==> src/rtl/fetch_pkg.sv <==
// Shared types and default window constants for the instruction fetch sequencer.
package fetch_pkg;

   localparam logic [31:0] DEF_BASE_ADDR = 32'hBFC00000;
   localparam int unsigned DEF_MEM_SIZE  = 4096;

   typedef enum logic [1:0] {
      BOOT  = 2'd0,
      RUN   = 2'd1,
      FAULT = 2'd2
   } fetch_state_t;

   typedef struct packed {
      logic [31:0] pc;
      logic [31:0] instr;
   } fetch_entry_t;

endpackage

==> src/rtl/fetch_buf.sv <==
// Prefetch FIFO of {pc, instr} entries; flush wins over push and pop.
module fetch_buf
   import fetch_pkg::*;
#(
   parameter int DEPTH = 2
) (
   input  logic                     clk_i,
   input  logic                     rst_i,
   input  logic                     i_push,
   input  logic                     i_pop,
   input  logic                     i_flush,
   input  fetch_entry_t             i_data,
   output fetch_entry_t             o_head,
   output logic [$clog2(DEPTH):0]   o_count,
   output logic                     o_full,
   output logic                     o_empty
);

   localparam int AW = $clog2(DEPTH);
   localparam logic [AW-1:0] PTR_ONE  = AW'(1);
   localparam logic [AW:0]   CNT_ONE  = (AW+1)'(1);
   localparam logic [AW:0]   CNT_FULL = (AW+1)'(DEPTH);

   fetch_entry_t  r_mem [DEPTH];
   logic [AW-1:0] r_wr_ptr;
   logic [AW-1:0] r_rd_ptr;
   logic [AW:0]   r_count;
   logic          w_pop;
   logic          w_push;

   // A push into a full buffer is only allowed when the head leaves the same cycle.
   assign w_pop  = i_pop && !o_empty;
   assign w_push = i_push && (!o_full || w_pop);

   always_ff @(posedge clk_i) begin
      if (rst_i || i_flush) begin
         r_wr_ptr <= '0;
         r_rd_ptr <= '0;
         r_count  <= '0;
      end else begin
         if (w_push) begin
            r_mem[r_wr_ptr] <= i_data;
            r_wr_ptr        <= r_wr_ptr + PTR_ONE;
         end
         if (w_pop) begin
            r_rd_ptr <= r_rd_ptr + PTR_ONE;
         end
         if (w_push && !w_pop) begin
            r_count <= r_count + CNT_ONE;
         end else if (w_pop && !w_push) begin
            r_count <= r_count - CNT_ONE;
         end
      end
   end

   assign o_head  = r_mem[r_rd_ptr];
   assign o_count = r_count;
   assign o_full  = (r_count == CNT_FULL);
   assign o_empty = (r_count == '0);

endmodule

==> src/rtl/fetch_ctrl.sv <==
// Fetch sequencer: walks the instruction window, buffers {pc, instr} and
// handles redirects and redirect faults.
module fetch_ctrl
   import fetch_pkg::*;
#(
   parameter logic [31:0] BASE_ADDR = DEF_BASE_ADDR,
   parameter int unsigned MEM_SIZE  = DEF_MEM_SIZE,
   parameter int          DEPTH     = 2
) (
   input  logic        clk_i,
   input  logic        rst_i,
   output logic [31:0] mem_addr_o,
   input  logic [31:0] mem_rdata_i,
   output logic        instr_valid_o,
   output logic [31:0] instr_o,
   output logic [31:0] pc_o,
   input  logic        instr_ready_i,
   input  logic        redirect_i,
   input  logic [31:0] redirect_pc_i,
   output logic        fault_o,
   output logic [31:0] fault_addr_o
);

   localparam logic [31:0] LAST_ADDR = BASE_ADDR + 32'(MEM_SIZE) - 32'd4;

   fetch_state_t            r_state;
   fetch_state_t            w_state_nxt;
   logic [31:0]             r_fetch_pc;
   logic [31:0]             w_fetch_pc_nxt;
   logic                    r_fault;
   logic                    w_fault_nxt;
   logic [31:0]             r_fault_addr;
   logic [31:0]             w_fault_addr_nxt;
   logic                    w_legal;
   logic                    w_push;
   logic                    w_pop;
   logic                    w_full;
   logic                    w_empty;
   logic [$clog2(DEPTH):0]  w_count;
   fetch_entry_t            w_head;
   fetch_entry_t            w_new_entry;

   assign w_legal = (redirect_pc_i[1:0] == 2'b00) &&
                    (redirect_pc_i >= BASE_ADDR) && (redirect_pc_i <= LAST_ADDR);

   assign w_pop       = !w_empty && instr_ready_i;
   assign w_push      = (r_state == RUN) && !redirect_i && (!w_full || w_pop);
   assign w_new_entry = '{pc: r_fetch_pc, instr: mem_rdata_i};

   always_comb begin
      w_state_nxt      = r_state;
      w_fetch_pc_nxt   = r_fetch_pc;
      w_fault_nxt      = r_fault;
      w_fault_addr_nxt = r_fault_addr;
      if (redirect_i) begin
         if (w_legal) begin
            w_state_nxt      = RUN;
            w_fetch_pc_nxt   = redirect_pc_i;
            w_fault_nxt      = 1'b0;
            w_fault_addr_nxt = '0;
         end else begin
            w_state_nxt      = FAULT;
            w_fault_nxt      = 1'b1;
            w_fault_addr_nxt = redirect_pc_i;
         end
      end else begin
         case (r_state)
            BOOT:    w_state_nxt = RUN;
            RUN: begin
               if (w_push) begin
                  w_fetch_pc_nxt = (r_fetch_pc == LAST_ADDR) ? BASE_ADDR : r_fetch_pc + 32'd4;
               end
            end
            FAULT:   w_state_nxt = FAULT;
            default: w_state_nxt = BOOT;
         endcase
      end
   end

   always_ff @(posedge clk_i) begin
      if (rst_i) begin
         r_state      <= BOOT;
         r_fetch_pc   <= BASE_ADDR;
         r_fault      <= 1'b0;
         r_fault_addr <= '0;
      end else begin
         r_state      <= w_state_nxt;
         r_fetch_pc   <= w_fetch_pc_nxt;
         r_fault      <= w_fault_nxt;
         r_fault_addr <= w_fault_addr_nxt;
      end
   end

   fetch_buf #(.DEPTH(DEPTH)) u_buf (
      .clk_i   (clk_i),
      .rst_i   (rst_i),
      .i_push  (w_push),
      .i_pop   (w_pop),
      .i_flush (redirect_i),
      .i_data  (w_new_entry),
      .o_head  (w_head),
      .o_count (w_count),
      .o_full  (w_full),
      .o_empty (w_empty)
   );

   // Entering FAULT always flushes, so an empty buffer covers that state too.
   assign instr_valid_o = !w_empty;
   assign instr_o       = w_empty ? '0 : w_head.instr;
   assign pc_o          = w_empty ? '0 : w_head.pc;
   assign mem_addr_o    = r_fetch_pc;
   assign fault_o       = r_fault;
   assign fault_addr_o  = r_fault_addr;

endmodule
==> config.mk <==
export PLATFORM = sky130hd
export DESIGN_NAME = fetch_ctrl
export DESIGN_NICKNAME = d
export VERILOG_FILES = /design/src/rtl/fetch_pkg.sv /design/src/rtl/fetch_buf.sv /design/src/rtl/fetch_ctrl.sv
export SDC_FILE = /design/constraint.sdc
export NUM_CORES = 1
export LEC_CHECK = 0
export ABC_AREA = 1
export CORE_UTILIZATION = 51
export DETAILED_ROUTE_END_ITERATION = 8
export GPL_TIMING_DRIVEN = 0
export PLACE_DENSITY = 0.81
export REMOVE_ABC_BUFFERS = 1
export SLEW_MARGIN = 15
export SYNTH_ARGS = -nofsm -noshare
export SYNTH_HDL_FRONTEND = slang
export SYNTH_SLANG_ARGS = --single-unit
export TNS_END_PERCENT = 50
==> constraint.sdc <==
create_clock -name clk_i -period 7.5 [get_ports clk_i]
set_input_delay 1.5 -clock clk_i [delete_from_list [all_inputs] [get_ports clk_i]]
set_output_delay 1.5 -clock clk_i [all_outputs]
set_load 0.05 [all_outputs]
# Word-level counts from Yosys, hierarchy flattened
# Memories as Yosys holds them, arrays and structs flattened. A register that Yosys moved wholly into a read port is not among the register bits.
# Index checks and enable logic that the tools add are counted.
# totals
regBits,71
ramBits,128
input_bits,68
output_inout_bits,130
word_cells,64
mem_count,1
# mem_list
memory,depth,word_bits,read_ports,rd_ports_with_merged_regs,write_ports,line_no,rtl
u_buf.r_mem,2,64,1,1,1,fetch_buf.sv:24,fetch_entry_t r_mem [DEPTH];
# op_classes
n_addsub,5
order_cmp,2
eq_ne,6
muxes,19
reduce_logical,24
# op_table
operator,count
$mux 32,8
$add 32x3->32 const B,1
$eq 32x32->1 const B,1
$ge 32x32->1 const B,1
$le 32x32->1 const B,1
$logic_and 1x1->1,9
$mux 2,4
$logic_not 2->1,3
$mux 1,6
$pmux 2 s3,1
$reduce_bool 2->1,3
$logic_not 1->1,5
$eq 2x2->1 const B,2
$logic_or 1x1->1,3
$reduce_and 3->1,1
$add 1x1->1 const B,2
$add 2x1->2 const B,1
$eq 2x1->1 const B,1
$ne 2x1->1 const B,1
$ne 2x2->1 const B,1
$sub 2x1->2 const B,1

# Logic depth before layout (Yosys ltp)
# Gate-level depths: netlist (run 1).
# logic_depth
ltp_word,10
ltp_mapped,12
depth_no_buf,12

# Cells and area by module
# A second synthesis (run 1) with hierarchy kept.
# unflattened
hier_cells,990
area_unflattened_um2,9414.0
# modules_own_cells
module,n_inst,cells_per_inst,area_per_inst_um2,seq_area_each_um2
fetch_buf,1,240,5173.7,3943.8
fetch_ctrl,1,750,4240.3,1341.3

# Worst setup path after synthesis (run 1)
# OpenSTA, ideal clock, no wires.
# synth_timing
path_type,input -> register
from,input port redirect_i
to,"memory u_buf.r_mem[0][0] (netlist name), enable pin"
setup_time_ns,0.565
t_arrival_ns,6.471
required_ns,6.935
path_slack_ns,0.464
path_stages,5
n_path_buf,2
cell_sequence,buf_4 nor2_1 buf_2 inv_1 nor3_1
# synth_via
elab_chain_cells,7
word_cells_on_any_way,8
cone_classes,3 x mux; 5 x reduce/logical
# synth_rtl
element,line_no,rtl
"start, declared",fetch_ctrl.sv:18,"input logic redirect_i,"
$logic_not 1->1,fetch_ctrl.sv:47,assign w_push = (r_state == RUN) && !redirect_i && (!w_full || w_pop);
$logic_and 1x1->1 (2 in series),fetch_ctrl.sv:47,
$logic_and 1x1->1,fetch_buf.sv:33,assign w_push = i_push && (!o_full || w_pop);
$mux 1,fetch_buf.sv:41,if (w_push) begin
$mux 1 (*),fetch_buf.sv:36,if (rst_i || i_flush) begin
$mux 1 (implied by the code) (*),fetch_buf.sv:42,r_mem[r_wr_ptr] <= i_data;
"end, declared",fetch_buf.sv:24,
# Every way passes the cells marked *; elsewhere a longest branch is shown, timed or not.

# Worst setup path in the final report (run 1)
# layout_timing
from,input port redirect_i
to,"memory u_buf.r_mem[0][47] (netlist name), enable pin"
# Same word-level chain as after synthesis.

==> results of run 1 <==
==> through the flow <==
stage / utilization / setup WS, ps / total power, uW / area, um2
final: 0.692 / 2920 / 2360 / 11500
after global placement: 0.646 / -4500 / 1520 / 10800
after detailed placement: 0.659 / 2220 / 1530 / 11000
after floorplan: - / -122 / 1400 / 8500
after CTS: 0.692 / 2700 / 2380 / 11500
after global routing: 0.692 / 2670 / 2430 / 11500
==> kinds of logic (layout without fill, tap and decap cells) <==
family          Yosys count  count (layout)  synth area share
compound gates          150             150            0.0983
simple gates            471             471             0.229
xor+xnor                  9               9           0.00903
fa+ha+maj                 2               2           0.00287
buf+inv                 110             315            0.0559
flops                   200             200             0.605
==> layout make-up <==
cell class | instances | area, um2
fillers | 1319 | 5120
inverters | 69 | 262
flip-flops and latches | 200 | 5290
multi-input cells | 632 | 2980
clock buffers | 18 | 429
well taps | 220 | 275
repair buffers | 214 | 2170
clock inverters | 14 | 120
==> report_power, final <==
group	switching, uW	internal (uW)	total (uW)
sequential	24.3	1190	1210
clock	421	434	855
combinational	184	109	294
==> layout by cell type, fill, tap and decap left out, types with 4 or more instances in the layout <==
| master | instances |
|---|---|
| nand2_1 | 313 |
| clkdlybuf4s50_1 | 197 |
| edfxtp_1 | 128 |
| a21oi_1 | 79 |
| nor2_1 | 71 |
| dfxtp_1 | 71 |
| inv_1 | 61 |
| nand3_1 | 44 |
| o21ai_0 | 27 |
| o21ai_1 | 18 |
| clkbuf_16 | 17 |
| a32o_1 | 13 |
| nand4_1 | 11 |
| buf_4 | 9 |
| nor2_2 | 8 |
| inv_2 | 6 |
| nor2_4 | 6 |
| xnor2_1 | 5 |
| a21oi_2 | 5 |
| clkinv_4 | 5 |
| buf_6 | 5 |
| xor2_1 | 4 |
| inv_8 | 4 |
==> flip-flops by register name, summed over array words and instances, names as in the netlist, named ones only <==
| signal | count |
|---|---|
| u_buf.o_count | 2 |
| u_buf.r_mem | 128 |
| fault_o | 1 |
| r_state | 2 |
| mem_addr_o | 32 |
| fault_addr_o | 32 |
| u_buf.r_rd_ptr | 1 |
| u_buf.r_wr_ptr | 1 |
==> worst min path at each step <==
stage | startpoint | endpoint | slack (ps) | cells past startpoint
finish | u_buf.r_rd_ptr$_SDFFE_PP0P_ | flip-flop | 440 | 1
global route | r_state[1]$_SDFFE_PP0P_ | r_state[0]$_SDFFE_PP0P_ | 470 | 1
CTS | u_buf.r_rd_ptr$_SDFFE_PP0P_ | flip-flop | 440 | 1
detailed placement | u_buf.r_rd_ptr$_SDFFE_PP0P_ | flip-flop | 430 | 1
global placement | u_buf.r_rd_ptr$_SDFFE_PP0P_ | flip-flop | 440 | 1
floorplan | u_buf.r_rd_ptr$_SDFFE_PP0P_ | flip-flop | 430 | 1
==> per-layer routing <==
layer / GRT usage / vias to the layer above
met1: 0.340 / 3324
met3: 0.0609 / 22
met2: 0.398 / 256
met4: 0.0817 / 0
met5: 0 / -
li1: - / 3553
==> impl_metrics.tcl, run 1 <==
set metrics [dict create \
    synth_edf_count 128 \
    setup_viol 0 \
    arrival_ps 4720 \
    cpMostUsedCell "buf_4" \
    timing.fmax_mhz 218 \
    drv_cap 0 \
    async_reset_ff_frac 0 \
    antenna_left 0 \
    layout-drive-gt1-share 0.0776 \
    avgViaCountPerCell 5.23 \
    core_area_um2 16600 \
    port_buffers 197 \
    syn_inst 942 \
    drcViolationCount 0 \
    cts.htree.levels 4 \
    crit_chain "clkdlybuf4s50_1 > nor2_2 > buf_8 > inv_1 > nor3_2 > buf_4 > buf_4 > buf_6 > buf_4" \
    top_layer_used "met4" \
    cts_resized 0 \
    postCtsHoldBufs 0 \
    dr_wl_met2_mm 10.0 \
    drt_wl_total_mm 21.4 \
    synth_largest_area_cell "edfxtp_1" \
    grt_overflow_total 0 \
    stdcell_count 1367 \
    crit_slowest_cell "clkdlybuf4s50_1" \
    netlist.area_leader.share 0.440 \
    synth.most_common_cell "nand2_1" \
    hp-class "reg -> reg" \
    crit_end "u_buf.r_mem[0][47]$_DFFE_PP_" \
    insertion_delay_ps 440 \
    cts_tree "yes" \
    mappedNetlistArea_um2 8730 \
    slew_headroom 0.270 \
    rsz0062_at_grt "no" \
    critPathRequiredTime_ps 7640 \
    synth_common_cells "nand2_1, edfxtp_1, a21oi_1" \
    cp-end-kind "flip-flop" \
    drtPass1Iterations 5 \
    cts_sinks 200 \
    chipWidth_um 133 \
    synth_cell_types 43 \
    crit_start "redirect_i" \
    vdd_drop_max_v 0.000155 \
    yosys_warnings 0 \
    r2r-start "u_buf.o_count[0]$_SDFFE_PP0P_" \
    die_h_um 133 \
    cts_setup_buffers 0 \
    ys.flop_type "edfxtp_1" \
    maxSlewViolCount 0 \
    min_period_ps 4580 \
    n_antenna_cell 0 \
    finalSetupTns_ps 0 \
    r2r_end "u_buf.r_mem[0][47]$_DFFE_PP_" \
    synth-seq-cells 200 \
    drt-initial-drc-count 392 \
    r2r_slack_ps 5300 \
    powerDensity_nw_per_um2 205 \
    crit_fanout 25 \
    synthTopCellsByArea "edfxtp_1, dfxtp_1, nand2_1, a21oi_1, nor2_1" \
    area_growth_pct 32.0 \
    worst-slew-pin-transition_ps 1090 \
    synth.yosys.seq_area_share 0.605 \
    path_depth 9 \
    post_drt_wl_per_cell_um 15.7 \
    rr_worst_depth 8 \
    grt_pass1_wl_mm 34.6 \
    first_global_vias 6810 \
    cellLeakagePower_uw 0.00446 \
    rows 47 \
    grt_start_max_net_pins 66 \
    start_util 0.525 \
    ios 198 \
    route.met3.wl_mm 1.59 \
    cts_root_buf "clkbuf_16" \
    criticalPathCategory "in -> reg" \
    finalCritPeriodShare 0.610 \
    track_usage 0.251 \
    fp.dieArea_um2 17600 \
    cp_num_buf_inv 7 \
    status "finished clean" \
    cts_buffers 17 \
    critical_path.top_delay_family "buffers and inverters" \
    dp_hpwl_mm 15.1 \
    placed_cells 1335 \
    clkSlewWorstSetupHoldPaths_ps 70 \
    crit_path_max_incr_delay_ps 950 \
    cp-start-kind "input pin" \
    vias 7155 \
    clock_skew_ps 11.1 \
    postSynthAreaPerCell_um2 9.27 \
    holdWs_ps 441 \
    hold_viol 0 \
    wl_met1_mm 9.47 \
    fin_nets 1204 \
    clockBufferDepth 2 \
    gp_congestion 0.899 \
    antenna_found_initial 0 \
]
Power figures use the tool's default switching activity.
==> run 2: changes to the inputs <==
==> constraint.sdc (replaced) <==
create_clock -name clk_i -period 4.3 [get_ports clk_i]
set_input_delay 0.86 -clock clk_i [delete_from_list [all_inputs] [get_ports clk_i]]
set_output_delay 0.86 -clock clk_i [all_outputs]
set_load 0.05 [all_outputs]
==> results of run 2 <==
Same layout as run 1 (identical final DEF). Status: finished clean.
Among the figures that moved: setup slack after placement 2220 ps -> -339 ps; setup slack after layout 2920 ps -> 361 ps; register-to-register setup slack 5300 ps -> 2100 ps; total power 2360 uW -> 4120 uW; worst IR drop on VDD 0.000155 V -> 0.000271 V
==> run 3: changes to the inputs <==
--- a/config.mk
+++ b/config.mk
@@ -6,10 +6,12 @@
 export NUM_CORES = 1
 export LEC_CHECK = 0
 export ABC_AREA = 1
-export CORE_UTILIZATION = 51
+export CORE_UTILIZATION = 63
 export DETAILED_ROUTE_END_ITERATION = 8
+export DONT_BUFFER_PORTS = 1
+export GPL_ROUTABILITY_DRIVEN = 0
 export GPL_TIMING_DRIVEN = 0
-export PLACE_DENSITY = 0.81
+export PLACE_DENSITY = 0.79
 export REMOVE_ABC_BUFFERS = 1
 export SLEW_MARGIN = 15
 export SYNTH_ARGS = -nofsm -noshare
==> run 3 against run 2 <==
Non-clock buffer count decreased by 200. Hold slack improved by 17 ps. Utilization increased by 1.4 points. Combinational power decreased by 54%. Via count decreased by 11%. Global-route usage increased by 2.8 points. Power decreased by 1.7%. Cell area decreased by 18%. Sequential power increased by 5%. Critical path depth decreased by 6. Clock-buffer cell count increased by 2. Largest power group unchanged. Highest routed layer unchanged.
==> impl_metrics.tcl, run 3 (synthesis results as in run 1) <==
set metrics [dict create \
    finalCritPeriodShare 0.897 \
    hold_viol 0 \
    p_int_uw 3050 \
    criticalPathCategory "reg -> out" \
    critPathRequiredTime_ps 3440 \
    drv_cap 0 \
    grt_start_max_net_pins 66 \
    track_usage 0.279 \
    start_util 0.652 \
    maxSlewViolCount 0 \
    dp_hpwl_mm 13.5 \
    slew_headroom 0.212 \
    insertion_delay_ps 430 \
    clockBufferDepth 2 \
    drt-initial-drc-count 546 \
    rows 42 \
    n_antenna_cell 0 \
    mostFrequentLayoutCells "nand2_1, edfxtp_1, a21oi_1, nor2_1, dfxtp_1" \
    cts_sinks 200 \
    crit_slowest_cell "a21oi_1" \
    core_area_um2 13400 \
    die_h_um 120 \
    clkSlewWorstSetupHoldPaths_ps 60 \
    p_clk_frac 0.392 \
    fillers 1031 \
    drt_wl_total_mm 19.7 \
    cp-start-kind "flip-flop" \
    crit_fanout 65 \
    cts_resized 0 \
    arrival_ps 3000 \
    crit_chain "inv_2 > nand2_1 > a21oi_1" \
    fin_util 0.706 \
    port_buffers 0 \
    powerDensity_nw_per_um2 428 \
    crit_path_max_incr_delay_ps 900 \
    antenna_left 0 \
    r2r-start "mem_addr_o[2]$_SDFFE_PP0P_" \
    drcViolationCount 0 \
    worstHoldPathCells 1 \
    worst-slew-pin-transition_ps 1190 \
    seqPwrFrac 0.550 \
    antenna_found_initial 0 \
    area_growth_pct 8.38 \
    postCtsHoldBufs 0 \
    rsz0062_at_grt "no" \
    post_drt_wl_per_cell_um 17.5 \
    vdd_drop_max_v 0.000234 \
    fin_nets 1004 \
    rr_worst_depth 8 \
    cp-end-kind "output pin" \
    fp.dieArea_um2 14300 \
    avgViaCountPerCell 5.71 \
    ios 198 \
    hp-class "reg -> reg" \
    min_period_ps 3860 \
    layout-drive-gt1-share 0.0877 \
    setup_viol 0 \
    regMostFlops "u_buf.r_mem" \
    grt_overflow_total 0 \
    p_sw_frac 0.247 \
    cts_setup_buffers 0 \
    cts.htree.levels 4 \
    total_power_uw 4050 \
    first_global_vias 6059 \
    largest_reg_flops 128 \
    timing.fmax_mhz 259 \
    cts_root_buf "clkbuf_16" \
    cts_tree "yes" \
    cts_buffers 17 \
    power_frac_comb 0.059 \
    cellLeakagePower_uw 0.00372 \
    drtPass1Iterations 5 \
    chipWidth_um 120 \
    final_common_cell "nand2_1" \
    min_from "r_state[1]$_SDFFE_PP0P_" \
    clock_skew_ps 9.94 \
    vias 6403 \
    grt_pass1_wl_mm 30.8 \
    total_switching_power_uw 1000 \
    status "finished clean" \
]
[run 3: changes by cell type in the layout (fill, tap and decap cells not counted), moves of 2 or more]
cell             previous run  this run
buf_4                       9        11
clkdlybuf4s50_1           197         0
inv_8                       4         1
bufinv_16                   0         3
clkinv_4                    5         0
clkinvlp_4                  3         5
clkbuf_1                    1         3
buf_6                       5         1
buf_16                      2         0
[run 3: through the flow]
stage / hold WS [ps] / TNS (ps) / instance area, um2 / instances / setup slack [ps]
after floorplan: 426 / -343330 / 8500 / 901 / -2680
after global placement: 436 / -785150 / 8720 / 1077 / -5460
after detailed placement: 450 / 0 / 8880 / 1091 / 877
after CTS: 465 / 0 / 9460 / 1122 / 422
after global routing: 465 / 0 / 9460 / 1122 / 281
final: 458 / 0 / 9460 / 1122 / 443
[run 3: power by group through the flow]
stage	registers (uW)	logic, uW	clock network (uW)
after global placement	2270	227	0
final	2230	238	1590
after floorplan	2250	194	0
after detailed placement	2270	236	0
after CTS	2230	237	1600
after global routing	2230	258	1680
[run 3: final timing paths]
kind | endpoint | slack, ps
max | pc_o[1] | 440
min | r_state[0]$_SDFFE_PP0P_ | 460
max reg2reg | mem_addr_o[24]$_SDFFE_PP1P_ | 1930
min reg2reg | r_state[0]$_SDFFE_PP0P_ | 460
[run 3: routing by layer]
layer	GRT usage	vias up	wire [um]
met1	0.361	2981	8250
met4	0.0977	0	311
li1	-	3121	-
met2	0.456	272	9320
met5	0	-	0
met3	0.0737	29	1780
[run 3: worst max-delay path, delay by kind of cell (launching register included)]
kind | cells | cell delay, ps
AO/OA/AOI/OAI | 1 | 900
buffers and inverters | 1 | 890
flip-flops | 1 | 530
AND/OR/NAND/NOR | 1 | 140
[run 3: layout make-up]
type                    count  area, um2  share of cell area
clock buffers              20        437              0.0461
multi-input cells         632       2980               0.315
repair buffers             14        129              0.0136
clock inverters            11        149              0.0157
inverters                  69        262              0.0276
well taps                 176        220              0.0233
flip-flops and latches    200       5290               0.559
